## src/rtl/latch_gate_ctrl.sv

```systemverilog
// latch_gate_ctrl: sequences the data, enable and clear pins of a downstream
// transparent latch. An accepted word is presented on latch_data, the gate
// opens after setup_cycles, stays open for gate_cycles, and the data is held
// for hold_cycles after the gate closes before the next word is accepted.
// A clear request in IDLE pulses latch_aclr for one cycle.
// Optional feature macro: LATCH_GATE_CTRL_SET_EN adds a set_req input that
// pulses latch_aset for one cycle (clr_req takes priority).
module latch_gate_ctrl #(
  parameter int lpm_width    = 1,
  parameter int setup_cycles = 1,
  parameter int gate_cycles  = 1,
  parameter int hold_cycles  = 1
) (
  input  logic                 clock,
  input  logic                 reset_n,
  input  logic                 in_valid,
  output logic                 in_ready,
  input  logic [lpm_width-1:0] in_data,
  input  logic                 clr_req,
`ifdef LATCH_GATE_CTRL_SET_EN
  input  logic                 set_req,
`endif
  output logic [lpm_width-1:0] latch_data,
  output logic                 latch_gate,
  output logic                 latch_aclr,
  output logic                 latch_aset,
  output logic                 busy
);

  // Counter reload values: a phase of N cycles counts N-1 down to 0.
  localparam logic [3:0] SETUP_LOAD = 4'(setup_cycles - 1);
  localparam logic [3:0] GATE_LOAD  = 4'(gate_cycles - 1);
  localparam logic [3:0] HOLD_LOAD  = 4'(hold_cycles - 1);

  typedef enum logic [2:0] {
    ST_IDLE,
    ST_SETUP,
    ST_OPEN,
    ST_HOLD,
    ST_CLEAR
`ifdef LATCH_GATE_CTRL_SET_EN
    ,
    ST_SET
`endif
  } state_t;

  state_t                 state_q, state_d;
  logic [3:0]             cnt_q, cnt_d;
  logic [lpm_width-1:0]   latch_data_q, latch_data_d;
  logic                   latch_gate_q, latch_gate_d;
  logic                   latch_aclr_q, latch_aclr_d;
  logic                   set_pending;

`ifdef LATCH_GATE_CTRL_SET_EN
  logic                   latch_aset_q, latch_aset_d;
  // A set request only counts when no clear request competes with it.
  assign set_pending = set_req & ~clr_req;
`else
  assign set_pending = 1'b0;
`endif

  // Upstream handshake: a word is taken only in IDLE when no clear/set
  // pulse is being requested in the same cycle.
  assign in_ready = (state_q == ST_IDLE) & ~clr_req & ~set_pending;
  assign busy     = (state_q != ST_IDLE);

  // Next-state and next-output logic for the sequencing FSM.
  always_comb begin
    // NOTE: every variable gets a default before the case so no path leaves
    // it unassigned; an unassigned path in always_comb infers a latch.
    state_d      = state_q;
    cnt_d        = cnt_q;
    latch_data_d = latch_data_q;
    latch_gate_d = latch_gate_q;
    latch_aclr_d = 1'b0;
`ifdef LATCH_GATE_CTRL_SET_EN
    latch_aset_d = 1'b0;
`endif
    unique case (state_q)
      ST_IDLE: begin
        latch_gate_d = 1'b0;
        if (clr_req) begin
          latch_aclr_d = 1'b1;
          state_d      = ST_CLEAR;
        end else if (set_pending) begin
`ifdef LATCH_GATE_CTRL_SET_EN
          latch_aset_d = 1'b1;
          state_d      = ST_SET;
`endif
        end else if (in_valid) begin
          latch_data_d = in_data;
          cnt_d        = SETUP_LOAD;
          state_d      = ST_SETUP;
        end
      end
      ST_SETUP: begin
        if (cnt_q == 4'd0) begin
          latch_gate_d = 1'b1;
          cnt_d        = GATE_LOAD;
          state_d      = ST_OPEN;
        end else begin
          cnt_d = cnt_q - 4'd1;
        end
      end
      ST_OPEN: begin
        if (cnt_q == 4'd0) begin
          latch_gate_d = 1'b0;
          cnt_d        = HOLD_LOAD;
          state_d      = ST_HOLD;
        end else begin
          cnt_d = cnt_q - 4'd1;
        end
      end
      ST_HOLD: begin
        if (cnt_q == 4'd0) begin
          state_d = ST_IDLE;
        end else begin
          cnt_d = cnt_q - 4'd1;
        end
      end
      ST_CLEAR: begin
        state_d = ST_IDLE;
      end
`ifdef LATCH_GATE_CTRL_SET_EN
      ST_SET: begin
        state_d = ST_IDLE;
      end
`endif
      default: begin
        state_d      = ST_IDLE;
        latch_gate_d = 1'b0;
      end
    endcase
  end

  // State, counter and registered latch-pin outputs; reset aborts any transfer.
  always_ff @(posedge clock or negedge reset_n) begin
    if (!reset_n) begin
      state_q      <= ST_IDLE;
      cnt_q        <= 4'd0;
      latch_data_q <= '0;
      latch_gate_q <= 1'b0;
      latch_aclr_q <= 1'b0;
    end else begin
      // NOTE: sequential state uses non-blocking assignments so every flop
      // samples the pre-edge values regardless of statement order.
      state_q      <= state_d;
      cnt_q        <= cnt_d;
      latch_data_q <= latch_data_d;
      latch_gate_q <= latch_gate_d;
      latch_aclr_q <= latch_aclr_d;
    end
  end

`ifdef LATCH_GATE_CTRL_SET_EN
  // Registered asynchronous-set pulse for the downstream latch.
  always_ff @(posedge clock or negedge reset_n) begin
    if (!reset_n) begin
      latch_aset_q <= 1'b0;
    end else begin
      latch_aset_q <= latch_aset_d;
    end
  end
  assign latch_aset = latch_aset_q;
`else
  assign latch_aset = 1'b0;
`endif

  assign latch_data = latch_data_q;
  assign latch_gate = latch_gate_q;
  assign latch_aclr = latch_aclr_q;

endmodule

```

## config.mk

```make
export PLATFORM = sky130hd
export DESIGN_NAME = latch_gate_ctrl
export DESIGN_NICKNAME = d
export VERILOG_FILES = /design/src/rtl/latch_gate_ctrl.sv
export SDC_FILE = /design/constraint.sdc
export NUM_CORES = 1
export LEC_CHECK = 0
export ABC_AREA = 1
export BUFFER_PORTS_ARGS = -buffer_cell sky130_fd_sc_hd__buf_2
export CAP_MARGIN = 0
export CORE_UTILIZATION = 33
export CTS_CLUSTER_SIZE = 24
export DETAILED_ROUTE_END_ITERATION = 12
export PLACE_DENSITY = 0.55
export SLEW_MARGIN = 20
export SYNTH_ARGS = -nofsm -noshare
export SYNTH_HDL_FRONTEND = slang
export SYNTH_SLANG_ARGS = --single-unit
```

## constraint.sdc

```tcl
create_clock -name clock -period 1.65 [get_ports clock]
set_clock_uncertainty 0.05 [all_clocks]
set_input_delay 0.0825 -clock clock [delete_from_list [all_inputs] [get_ports clock]]
set_output_delay 0.0825 -clock clock [all_outputs]
set_load 0.005 [all_outputs]
```

### Word-level counts from Yosys, hierarchy flattened

Cells that the tools add are included.

| storage, ports and cells | value |
|---|---|
| register bits after elaboration | 10 |
| input bits | 5 |
| word-level logic and storage cells | 46 |

| operators by class | value |
|---|---|
| $add $sub $neg | 1 |
| equality and inequality tests | 11 |
| mux-type cells | 16 |
| bitwise operators | 3 |
| reduce and logical (&&, ||, !) cells | 10 |

Operators with widths:

| operator | count |
|---|---|
| 2-to-1 mux 4 bit | 4 |
| 2-to-1 mux 3 bit | 5 |
| inequality test 2 bit (second input constant) | 6 |
| case mux 3 bit (4 select lines) | 1 |
| case mux 4 bit (3 select lines) | 1 |
| AND reduction 4 bit | 2 |
| equality test 3 x 2 -> 1 bit (second input constant) | 2 |
| AND reduction 3 bit | 2 |
| nonzero test 3 bit | 2 |
| zero test 4 bit | 1 |
| 2-to-1 mux 1 bit | 4 |
| OR reduction 2 bit | 2 |
| subtractor 4 x 1 -> 4 bit (second input constant) | 1 |
| equality test 3 x 1 -> 1 bit (second input constant) | 1 |
| equality test 3 bit (second input constant) | 1 |
| zero test 3 bit | 1 |
| inequality test 3 bit (second input constant) | 1 |
| case mux 1 bit (3 select lines) | 1 |
| NOT 1 bit | 2 |
| AND 1 bit | 1 |

### Depth between registers and ports, before layout

Gate-level depths: netlist of run 1.

| depth | value |
|---|---|
| depth after elaboration | 4 |
| gate-level depth with buffers | 8 |
| mapped depth without buffers | 8 |

### Worst setup path after synthesis of run 1

OpenSTA, ideal clock, no wires.

| timing | value |
|---|---|
| kind | reg-to-reg |
| start point | register cnt_q[0] |
| end point | register latch_gate_q, in the netlist latch_gate |
| data arrival time | 1027 ps |
| required time | 1476 ps |
| slack | 449 ps |
| stages on the path, launching flop included | 8 |
| path buffers | 0 |
| path through | dfrtp_1 -> inv_1 -> ha_1 -> nand2_1 -> nand3_2 -> o211ai_1 -> nand2_1 -> o21ai_1 |

| between the ends | value |
|---|---|
| longest elaborated chain between the ends | 3 |

RTL lines:

| item | RTL line | RTL |
|---|---|---|
| start, declared | 48 | `logic [3:0] cnt_q, cnt_d;` |
| start signal, assigned | 148 | `cnt_q <= cnt_d;` |
| zero test 4 bit * | 97, 106 |  |
| inequality test 2 bit (no source line) | n/a |  |
| AND reduction 3 bit (no source line) * | n/a |  |
| end signal, assigned | 150 | `latch_gate_q <= latch_gate_d;` |
| end, declared | 50 | `logic latch_gate_q, latch_gate_d;` |

Every way passes the cells marked *; elsewhere a longest branch is shown, timed or not.
A chain may end at the register's enable or synchronous reset.

### Final worst setup path of run 1

| timing | value |
|---|---|
| start point | register state_q[0] |
| end point | output port in_ready |

| between the ends | value |
|---|---|
| longest elaborated chain between the ends | 2 |

RTL lines:

| item | RTL line | RTL |
|---|---|---|
| start, declared | 47 | `state_t state_q, state_d;` |
| start signal, assigned | 147 | `state_q <= state_d;` |
| zero test 3 bit | 64 | `assign in_ready = (state_q == ST_IDLE) & ~clr_req & ~set_pending;` |
| AND 1 bit | 64 |  |
| end, declared | 17 | `output logic in_ready,` |

No other way between the ends.

==> results of run 1 <==
[final cells by class]
class	instances	area [um^2]	area share (%)
flip-flops and latches	10	250	35.7
well taps	25	31.3	4.46
multi-input cells	55	289	41.2
clock buffers	3	22.5	3.21
repair buffers	10	55.1	7.86
inverters	14	52.6	7.50
[worst paths after layout]
path / endpoint / startpoint / cells past startpoint / slack, ns
max in group asynchronous: state_q[2] / reset_n / 2 / 1.20
min in group asynchronous: cnt_q[2] / reset_n / 2 / 0.15
setup / recovery: in_ready / state_q[0] / 6 / 0.26
hold / removal: latch_data / in_data / 3 / 0.002
hold reg to reg: latch_gate / latch_gate / 2 / 0.43
setup reg to reg: latch_gate / cnt_q[0] / 7 / 0.31
[power by group through the flow]
stage / Sequential (mW) / Clock (mW) / Combinational (mW)
floorplan: 0.420 / 0 / 0.558
global placement: 0.430 / 0 / 0.727
detailed placement: 0.428 / 0 / 0.729
CTS: 0.426 / 0.176 / 0.731
global route: 0.443 / 0.186 / 0.853
finish: 0.427 / 0.168 / 0.724
[repair_timing]
item	in CTS	in global routing
buffers inserted	0	0
hold endpoints to repair	10	0
hold buffers	1	0
[flip-flops by register name (all words and copies together), names as in the netlist]
signal,cells
cnt_q,4
latch_aclr,1
latch_data,1
latch_gate,1
state_q,3
[through the flow]
step | setup WS (ns) | cell area, um^2 | total power [mW] | util [%]
global placement | 0.358 | 668 | 1.16 | 39.1
global route | 0.0922 | 701 | 1.48 | 41.0
detailed placement | 0.324 | 668 | 1.16 | 39.1
floorplan | 0.449 | 599 | 0.978 | -
finish | 0.258 | 701 | 1.32 | 41.0
CTS | 0.239 | 701 | 1.33 | 41.0
[logic make-up after synthesis]
kind of cell | after synthesis | synth area share [%]
DFF | 10 | 41.8
xor gates and xnor gates | 1 | 1.46
adders and majority gates | 2 | 4.17
other | 1 | 0.626
and+or+nand+nor | 42 | 33.6
buffers and inverters | 15 | 10.0
AOI/OAI and AO/OA | 9 | 8.35
[critical path, delay by kind of cell (launching register included)]
kind                   cells  cell delay [ns]
buffers and inverters      3             0.24
DFF                        1             0.41
and+or+nand+nor            3             0.34
[metal layers]
layer	track usage [%]	wire length, um	vias up
li1	-	-	277
met1	19.2	544	221
met5	0	0	-
met4	9.09	22	0
met2	22.4	507	15
met3	2.45	53	2
[cells in the final DEF (no fill, tap or decap)]
cell type	count
clkbuf_4	3
inv_2	3
buf_2	9
dlygate4sd3_1	1
a31oi_1	2
nor2_4	1
o21ai_0	2
nor2_1	7
nor2_2	2
nand2_1	21
xor2_1	1
conb_1	1
nand3_1	6
o21ai_1	3
nand4_1	2
ha_1	2
o211ai_1	1
dfrtp_1	10
inv_1	11
nand3_2	3
a21oi_1	1
==> impl_results.md, run 1 <==
- Status: finished clean
- Global-route wire length before repair: 2060 um
- Clk buf depth: 2
- Max cap viols: 0
- Placed instance count: 113
- Initial Utilization: 35.1%
- Total track usage: 14.7%
- CTS tree: built
- Clk pwr share: 12.7%
- Synth Warn #: 0
- Number of gates given a new drive strength after cts: 0
- Switch share: 47.1%
- Critical Path AT: 1.26 ns
- WL per Instance: 9.64 um
- Synth Net Count: 87
- Layout cell share with drive strength beyond 1: 22.8%
- Routed wire length: 1130 um
- Area grow syn2layout: 16.9%
- Crit path required time: 1.52 ns
- DR iter-0 viols: 4
- Critical Path Fanout Max: 4
- Antenna cell count: 0
- Worst min path class: input pin to register
- Cts bufs inserted: 3
- EDFF count, synth: 0
- P_int: 0.698 mW
- Largest net degree at the start of global routing: 11
- Leakage power: 0.385 nW
- Reg power frac: 32.3%
- Die X: 44.6 um
- Seq/Total Area, Yosys: 41.8%
- Reg clk slew, reported paths: 0.07 ns
- Highest clock rate: 718 MHz
- Synth area leaders: dfrtp_1 (42%), nand2_1 (13%), inv_1 (6.9%)
- Core Rows: 15
- Fin cells: 117
- Top-area cell type share of the netlist area: 41.8%
- Max VDD drop: 0.000715 V
- Min Tclk post-route: 1.39 ns
- Fin Hold WS: 0.00217 ns
- Die Height: 44.6 um
- Via density: 4.40
- GRT overflow: 0
- Register bit total from synthesis: 10
- Crit. End Element: output port
- Initial antenna violation count: 0
- Crit-path slowest cell: dfrtp_1
- Cell taking the most area after synthesis: dfrtp_1
- Clock Sinks: 10
- Max Slew Vio Count: 0
- Combinational power share: 54.9%
- Routed via count: 515
- DRC violations left: 0
- Number of port buffers: 9
- Crit Path Category: register to output port
- ANT nets after route: 0
- Drt pass-1 iters: 4
- Fin crit share: 84.4%
- Root Buffer: clkbuf_4
- Yosys cell types: 19
- Fillers: 176
- Synthesized area: 599 um^2
- Primary FF master, synth: dfrtp_1
- Final setup violation count: 0
- Async SR Flop Fraction: 100%
- TNS Setup: 0 ns
- Crit start category: register
- Max stage delay on crit path: 0.41 ns
- Vias in the first global route: 497
- Dpl hpwl: 894 um
- NetSw: 0.621 mW
- RSZ-0062 raised after global routing: false
- H-tree levels: 1
- Insertion delay to the later sink of the worst-skew pair: 0.27 ns
- Core area: 0.00171 mm^2
- Most numerous cell in the Yosys netlist: nand2_1
- Synth top cells by count: nand2_1 (21), inv_1 (11), dfrtp_1 (10), nor2_1 (7), nand3_1 (6)
- Cell chain of the critical path: nor2_2 -> inv_2 -> nor2_4 -> nand2_1 -> inv_1 -> buf_2
- Hold Fails Final Rpt: 0
- Pwr dens: 1880 mW/mm^2
- Die ar.: 0.00199 mm^2
- I/O pin total: 11
- Syn Area/Cell: 7.49 um^2
- Syn Inst Count: 80
- Nets: 101
- Placer Congestion: 0.721
Note: power is estimated with default switching activity, not from simulation.
==> inputs of run 2 (changes only) <==
- ABC_AREA: 1 -> 0
- PLACE_DENSITY: 0.55 -> 0.57
- clock period: 1.65 -> 1.2 ns (I/O delays scaled with it)
==> run 2 against run 1 <==
Against the previous run: the run now ends with setup timing left; power increased by 91%; sequential share of layout area is 8.1 points lower; clock power is 38% higher; sequential power is 44% higher; worst hold slack improved by 0.13 ns; worst setup slack got worse by 0.53 ns; synthesized cell count fell by 28%; critical path depth is 1 lower; via count is 3.7% higher; area after synthesis is 2.1% lower; critical path type is now register to register; largest cell class unchanged; largest power group unchanged.
==> impl_results.md, run 2 <==
- Crit Path Category: register to register (was register to output port)
- Die Height: 44.2 um (was 44.6 um)
- Register bit total from synthesis: 10 (unchanged)
- Synth top cells by count: dfrtp_1 (10), nor2_1 (7), a31oi_1 (4), inv_1 (3) (was nand2_1 (21), inv_1 (11), dfrtp_1 (10), nor2_1 (7), nand3_1 (6))
- Clock Sinks: 10 (unchanged)
- DRC violations left: 0 (unchanged)
- Leakage power: 0.423 nW (was 0.385 nW)
- Synth Net Count: 65 (was 87)
- Primary FF master, synth: dfrtp_1 (unchanged)
- ANT nets after route: 0 (unchanged)
- Core Rows: 14 (was 15)
- H-tree levels: 1 (unchanged)
- Post-DP Area: 767 um^2 (was 668 um^2)
- Total track usage: 16.9% (was 14.7%)
- Largest register FFs: 4 (unchanged)
- Placer Congestion: 0.804 (was 0.721)
- Synthesized area: 587 um^2 (was 599 um^2)
- Pwr dens: 2780 mW/mm^2 (was 1880 mW/mm^2)
- Async SR Flop Fraction: 100% (unchanged)
- Pre-CTS setup slack: -0.250 ns (was 0.324 ns)
- Insertion delay to the later sink of the worst-skew pair: 0.26 ns (was 0.27 ns)
- EDFF count, synth: 0 (unchanged)
- Dpl hpwl: 996 um (was 894 um)
- Status: finished, violations left (was finished clean)
- Routed via count: 534 (was 515)
- RSZ-0062 raised after global routing: true (was false)
- Critical Path Fanout Max: 4 (unchanged)
- Critical Path AT: 1.61 ns (was 1.26 ns)
- Fillers: 143 (was 176)
- Hold Fails Final Rpt: 0 (unchanged)
- Commonest cells after routing, fill and taps aside: buf_4 (15), dfrtp_1 (10), buf_2 (8), nor2_1 (4), buf_6 (4) (was nand2_1 (21), inv_1 (11), dfrtp_1 (10), buf_2 (9), nor2_1 (7))
- Largest net degree at the start of global routing: 11 (unchanged)
- Antenna cell count: 0 (unchanged)
- Drt pass-1 iters: 2 (was 4)
- Yosys cell types: 33 (was 19)
- Seq/Total Area, Yosys: 42.6% (was 41.8%)
- Crit. Startpoint: cnt_q[1] (was state_q[0])
- Critical Path End: latch_gate (was in_ready)
- Worst r2r src: cnt_q[1] (was cnt_q[0])
- Syn Area/Cell: 10.1 um^2 (was 7.49 um^2)
- Highest clock rate: 679 MHz
- Max VDD drop: 0.00143 V (was 0.000715 V)
- Multi-input logic area: 375 um^2 (was 289 um^2)
- CTS tree: built (unchanged)
- Global-route wire length before repair: 2300 um (was 2060 um)
- Area grow syn2layout: 54.6% (was 16.9%)
- Largest regs: cnt_q x4, state_q x3 (unchanged)
- Vias in the first global route: 521 (was 497)
- Fin crit share: 123%
- Fin cells: 103 (was 117)
- FF-to-FF End: latch_gate (unchanged)
- Synth Warn #: 0 (unchanged)
- Worst setup margin: -0.273 ns (was 0.258 ns)
- Core area: 0.00158 mm^2 (was 0.00171 mm^2)
- Fin Hold WS: 0.137 ns (was 0.00217 ns)
- Initial antenna violation count: 0 (unchanged)
- Die X: 44.2 um (was 44.6 um)
- Worst min path class: input pin to async pin (was input pin to register)
- Register name with the most flops: cnt_q (unchanged)
- Most numerous cell in the Yosys netlist: dfrtp_1 (was nand2_1)
- Clk buf depth: 2 (unchanged)
- Max Slew Vio Count: 0 (unchanged)
- Cell taking the most area after synthesis: dfrtp_1 (unchanged)
- Root Buffer: clkbuf_4 (unchanged)
- Synth area leaders: dfrtp_1 (43%), nor2_1 (4.5%), a31oi_1 (4.3%) (was dfrtp_1 (42%), nand2_1 (13%), inv_1 (6.9%))
- Worst R2R Path Depth: 5 (was 7)
- Crit start category: register (unchanged)
- Crit path required time: 1.34 ns (was 1.52 ns)
- Placed instance count: 93 (was 113)
- Max cap viols: 0 (unchanged)
- Top-area cell type share of the netlist area: 42.6% (was 41.8%)
- Cts bufs inserted: 3 (unchanged)
- Min Tclk post-route: 1.47 ns
- Syn Inst Count: 58 (was 80)
- TNS Setup: -2.38 ns (was 0 ns)
- Routed wire length: 1450 um (was 1130 um)
- Via density: 5.18 (was 4.40)
- Number of port buffers: 9 (unchanged)
- Reg clk slew, reported paths: 0.07 ns (about the same)
- Crit. End Element: register (was output port)
- R2r setup slk: -0.27 ns (was 0.31 ns)
- Nets: 96 (was 101)
- Layout cell share with drive strength beyond 1: 58.6% (was 22.8%)
- Die ar.: 0.00195 mm^2 (was 0.00199 mm^2)
- WL per Instance: 14.1 um (was 9.64 um)
- Violated checks: setup timing
- Cell area after layout: 907 um^2 (was 701 um^2)
- Initial Utilization: 37.2% (was 35.1%)
- I/O pin total: 11 (unchanged)
- Commonest non-fill, non-tap cell in the layout: buf_4 (was nand2_1)
- Reg area: 250 um^2 (unchanged)
- DR iter-0 viols: 3 (was 4)
- GRT overflow: 0 (unchanged)
- Final setup violation count: 12 (was 0)
## run 2: changes by cell type after synthesis, moves of 3 or more
| cell | previous run | this run |
|---|---|---|
| inv_2 | 3 | 0 |
| nand2_1 | 21 | 1 |
| nand3_2 | 3 | 0 |
| o21ai_1 | 3 | 0 |
| nand3_1 | 6 | 2 |
| inv_1 | 11 | 3 |
## run 2: critical path, cell delays in order (launching register included)
cell and delay (ns):
dfrtp_1 0.40, inv_2 0.08, ha_4 0.14, or4b_4 0.47, nor2b_4 0.14, o211ai_2 0.12
## run 2: routing by layer
| layer | up-vias | wire, um | GRT usage, % | share of wire (%) |
|---|---|---|---|---|
| met5 | - | 0 | 0 | 0 |
| met1 | 256 | 629 | 20.2 | 43 |
| li1 | 267 | - | - | - |
| met3 | 2 | 39 | 3.67 | 2.7 |
| met2 | 9 | 772 | 28.2 | 53 |
| met4 | 0 | 8 | 9.09 | 0.55 |
## run 2: metrics by stage
step	power [mW]	utilization, %
global placement	1.92	48.7
finish	2.52	57.5
detailed placement	1.95	48.7
global route	2.69	57.5
CTS	2.41	55.6
floorplan	1.51	-
## run 2: final cells by class
type / instances / share of cell area, %
Timing Repair Buffer: 30 / 25.1
Tap cell: 16 / 2.21
Inverter: 3 / 1.24
Clock buffer: 3 / 2.48
Multi-Input combinational cell: 41 / 41.4
Sequential cell: 10 / 27.6
## run 2: power by group
part / total (mW) / leakage [nW] / internal [mW] / switching [mW]
logic: 1.67 / 0.283 / 0.966 / 0.707
registers: 0.615 / 0.126 / 0.490 / 0.125
clock network: 0.231 / 0.0138 / 0.116 / 0.115
## run 2: cells by family after synthesis
| group | synth area share [%] |
|---|---|
| AOI/OAI and AO/OA | 13.6 |
| xor gates and xnor gates | 1.49 |
| adders and majority gates | 4.26 |
| buffers and inverters | 6.61 |
| DFF | 42.6 |
| muxes | 3.62 |
| other | 0.639 |
| and+or+nand+nor | 27.1 |
## run 2: worst min path at each step
stage | start | to | slack (ns)
3_5_place_dp | reset_n | latch_gate | -0.10
6_report | reset_n | cnt_q[2] | 0.14
3_3_place_gp | reset_n | latch_gate | -0.11
4_1_cts | reset_n | cnt_q[2] | 0.14
2_1_floorplan | reset_n | cnt_q[0] | -0.29
5_1_grt | reset_n | cnt_q[2] | 0.15
## run 2: what timing repair did
| action | in CTS | in global routing |
|---|---|---|
| endpoints found under the hold margin | 12 | 0 |
| hold buffers | 3 | 0 |
| pin swaps | 7 | 6 |
| setup endpoints to repair | 12 | 12 |
| gates resized for setup | 7 | 5 |
| buffers inserted | 3 | 1 |
==> inputs of run 3 (changes only) <==
- BUFFER_PORTS_ARGS: -buffer_cell sky130_fd_sc_hd__buf_2 -> -buffer_cell sky130_fd_sc_hd__buf_4
- CTS_CLUSTER_DIAMETER: unset -> 100
==> run 3 against run 2 <==
Against the previous run: the flow still finishes with violations (setup timing); critical endpoint unchanged; routed wire length down 3.5%; largest cell class unchanged; non-clock buffer count up 1; design area up 4.3%.
==> impl_results.md, run 3 (same netlist as run 2, synthesis figures left out) <==
- Routed wl met2: 723 um (was 772 um)
- Vias in the first global route: 565 (was 521)
- Leakage power: 0.434 nW (was 0.423 nW)
- Min Tclk post-route: 1.49 ns (was 1.47 ns)
- Drt pass-1 iters: 6 (was 2)
- Routed wire length: 1400 um (was 1450 um)
- Crit Path Category: register to register (unchanged)
- Crit. End Element: register (unchanged)
- Cts bufs inserted: 3 (unchanged)
- Dpl hpwl: 896 um (was 996 um)
- Nets: 97 (was 96)
- Critical Path AT: 1.63 ns (was 1.61 ns)
- Total track usage: 17.4% (was 16.9%)
- Reg clk slew, reported paths: 0.06 ns (was 0.07 ns)
- Via density: 5.32 (was 5.18)
- Core Rows: 14 (unchanged)
- Met1 Routed Length: 590 um (was 629 um)
- Status: finished, violations left (unchanged)
- Top Layer Used: met4 (unchanged)
- Pwr dens: 2720 mW/mm^2 (was 2780 mW/mm^2)
- H-tree levels: 1 (unchanged)
- Critical Path Fanout Max: 4 (unchanged)
- Worst setup margin: -0.286 ns (was -0.273 ns)
- Global-route wire length before repair: 2390 um (was 2300 um)
- RSZ-0062 raised after global routing: true (unchanged)
- CTS tree: built (unchanged)
- DR iter-0 viols: 4 (was 3)
- Violated checks: setup timing (unchanged)
- Hold Fails Final Rpt: 0 (unchanged)
- ANT nets after route: 0 (unchanged)
- TNS Setup: -2.26 ns (was -2.38 ns)
- Max Slew Vio Count: 0 (unchanged)
- Register name with the most flops: cnt_q (unchanged)
- Max cap viols: 0 (unchanged)
- Crit start category: register (unchanged)
- Area grow syn2layout: 61.2% (was 54.6%)
- Insertion delay to the later sink of the worst-skew pair: 0.27 ns (was 0.26 ns)
- Number of port buffers: 9 (unchanged)
- I/O pin total: 11 (unchanged)
- Clk buf depth: 2 (unchanged)
- Clock Sinks: 10 (unchanged)
- Total power draw: 2.57 mW (was 2.52 mW)
- Initial Utilization: 37.2% (unchanged)
- Final setup violation count: 12 (unchanged)
- Core area: 0.00158 mm^2 (unchanged)
- Largest regs: cnt_q x4, state_q x3 (unchanged)
- Largest register FFs: 4 (unchanged)
- DR WL met3: 71 um (was 39 um)
- Die X: 44.2 um (unchanged)
- Commonest cells after routing, fill and taps aside: buf_4 (23), dfrtp_1 (10), buf_6 (5), nor2_4 (4) (was buf_4 (15), dfrtp_1 (10), buf_2 (8), nor2_1 (4), buf_6 (4))
- Die Height: 44.2 um (unchanged)
- Crit path required time: 1.35 ns (was 1.34 ns)
- DRC violations left: 0 (unchanged)
- Fin crit share: 124% (was 123%)
- Highest clock rate: 673 MHz (was 679 MHz)
- Largest net degree at the start of global routing: 11 (unchanged)
- Root Buffer: clkbuf_4 (unchanged)
- Antenna cell count: 0 (unchanged)
- WL per Instance: 13.5 um (was 14.1 um)
- GRT overflow: 0 (unchanged)
- Placer Congestion: 0.789 (was 0.804)
- Worst min path class: input pin to async pin (unchanged)
- Commonest non-fill, non-tap cell in the layout: buf_4 (unchanged)
- Die ar.: 0.00195 mm^2 (unchanged)
- Initial antenna violation count: 0 (unchanged)
- Routed via count: 553 (was 534)
- Layout cell share with drive strength beyond 1: 60.2% (was 58.6%)
- Max VDD drop: 0.00149 V (was 0.00143 V)
-- run 3: changes by cell type in the layout (fill, tap and decap cells not counted) --
cell / change
buf_2: -8
buf_4: +8
buf_6: +1
nor2_1: -1
nor2_4: +1
-- run 3: worst paths after layout --
path,startpoint,endpoint,slack [ns],depth (start not counted)
setup / recovery,cnt_q[1],latch_gate,-0.29,5
hold / removal,reset_n,latch_gate,0.10,2
setup reg to reg,cnt_q[1],latch_gate,-0.29,5
hold reg to reg,latch_data,latch_data,0.47,1
max in group asynchronous,reset_n,latch_data,0.85,2
min in group clock,in_valid,cnt_q[0],0.20,4
-- run 3: worst max-delay path: stages (launching register included) --
cell and delay, ns:
dfrtp_1 0.39, inv_2 0.09, ha_4 0.14, or4b_4 0.47, nor2b_4 0.14, o211ai_2 0.13
-- run 3: routing by layer --
layer,vias to the layer above,track usage [%]
met1,273,19.1
met5,-,0
met4,0,7.27
met3,2,6.12
li1,266,-
met2,12,30.3
-- run 3: final cells by class --
cell class | instances | area, um^2
clock buffers | 3 | 22.5
fillers | 136 | 631
inverters | 3 | 11.3
multi-input cells | 41 | 383
flip-flops and latches | 10 | 250
well taps | 16 | 20.0
repair buffers | 31 | 259
-- run 3: power breakdown --
group          switching [mW]  internal (mW)
registers               0.138          0.490
clock network           0.114          0.116
logic                   0.701           1.01
total                   0.953           1.62
-- run 3: timing repair --
| item | 4_1_cts | 5_1_grt |
|---|---|---|
| pin swaps | 6 | 5 |
| hold endpoints to repair | 13 | 0 |
| gates resized for setup | 8 | 7 |
| buffers inserted | 5 | 1 |
| hold buffers | 3 | 0 |
| setup endpoints to repair | 12 | 12 |
-- run 3: through the flow --
step	hold WS (ns)	utilization [%]	instance area [um^2]	std cells	worst slack, ns
finish	0.103	60.0	946	104	-0.286
global route	0.105	60.0	946	104	-0.329
detailed placement	-0.150	49.6	782	92	-0.262
CTS	0.104	57.6	908	103	-0.270
global placement	-0.151	49.6	782	92	-0.248
floorplan	-0.286	-	641	58	-0.266
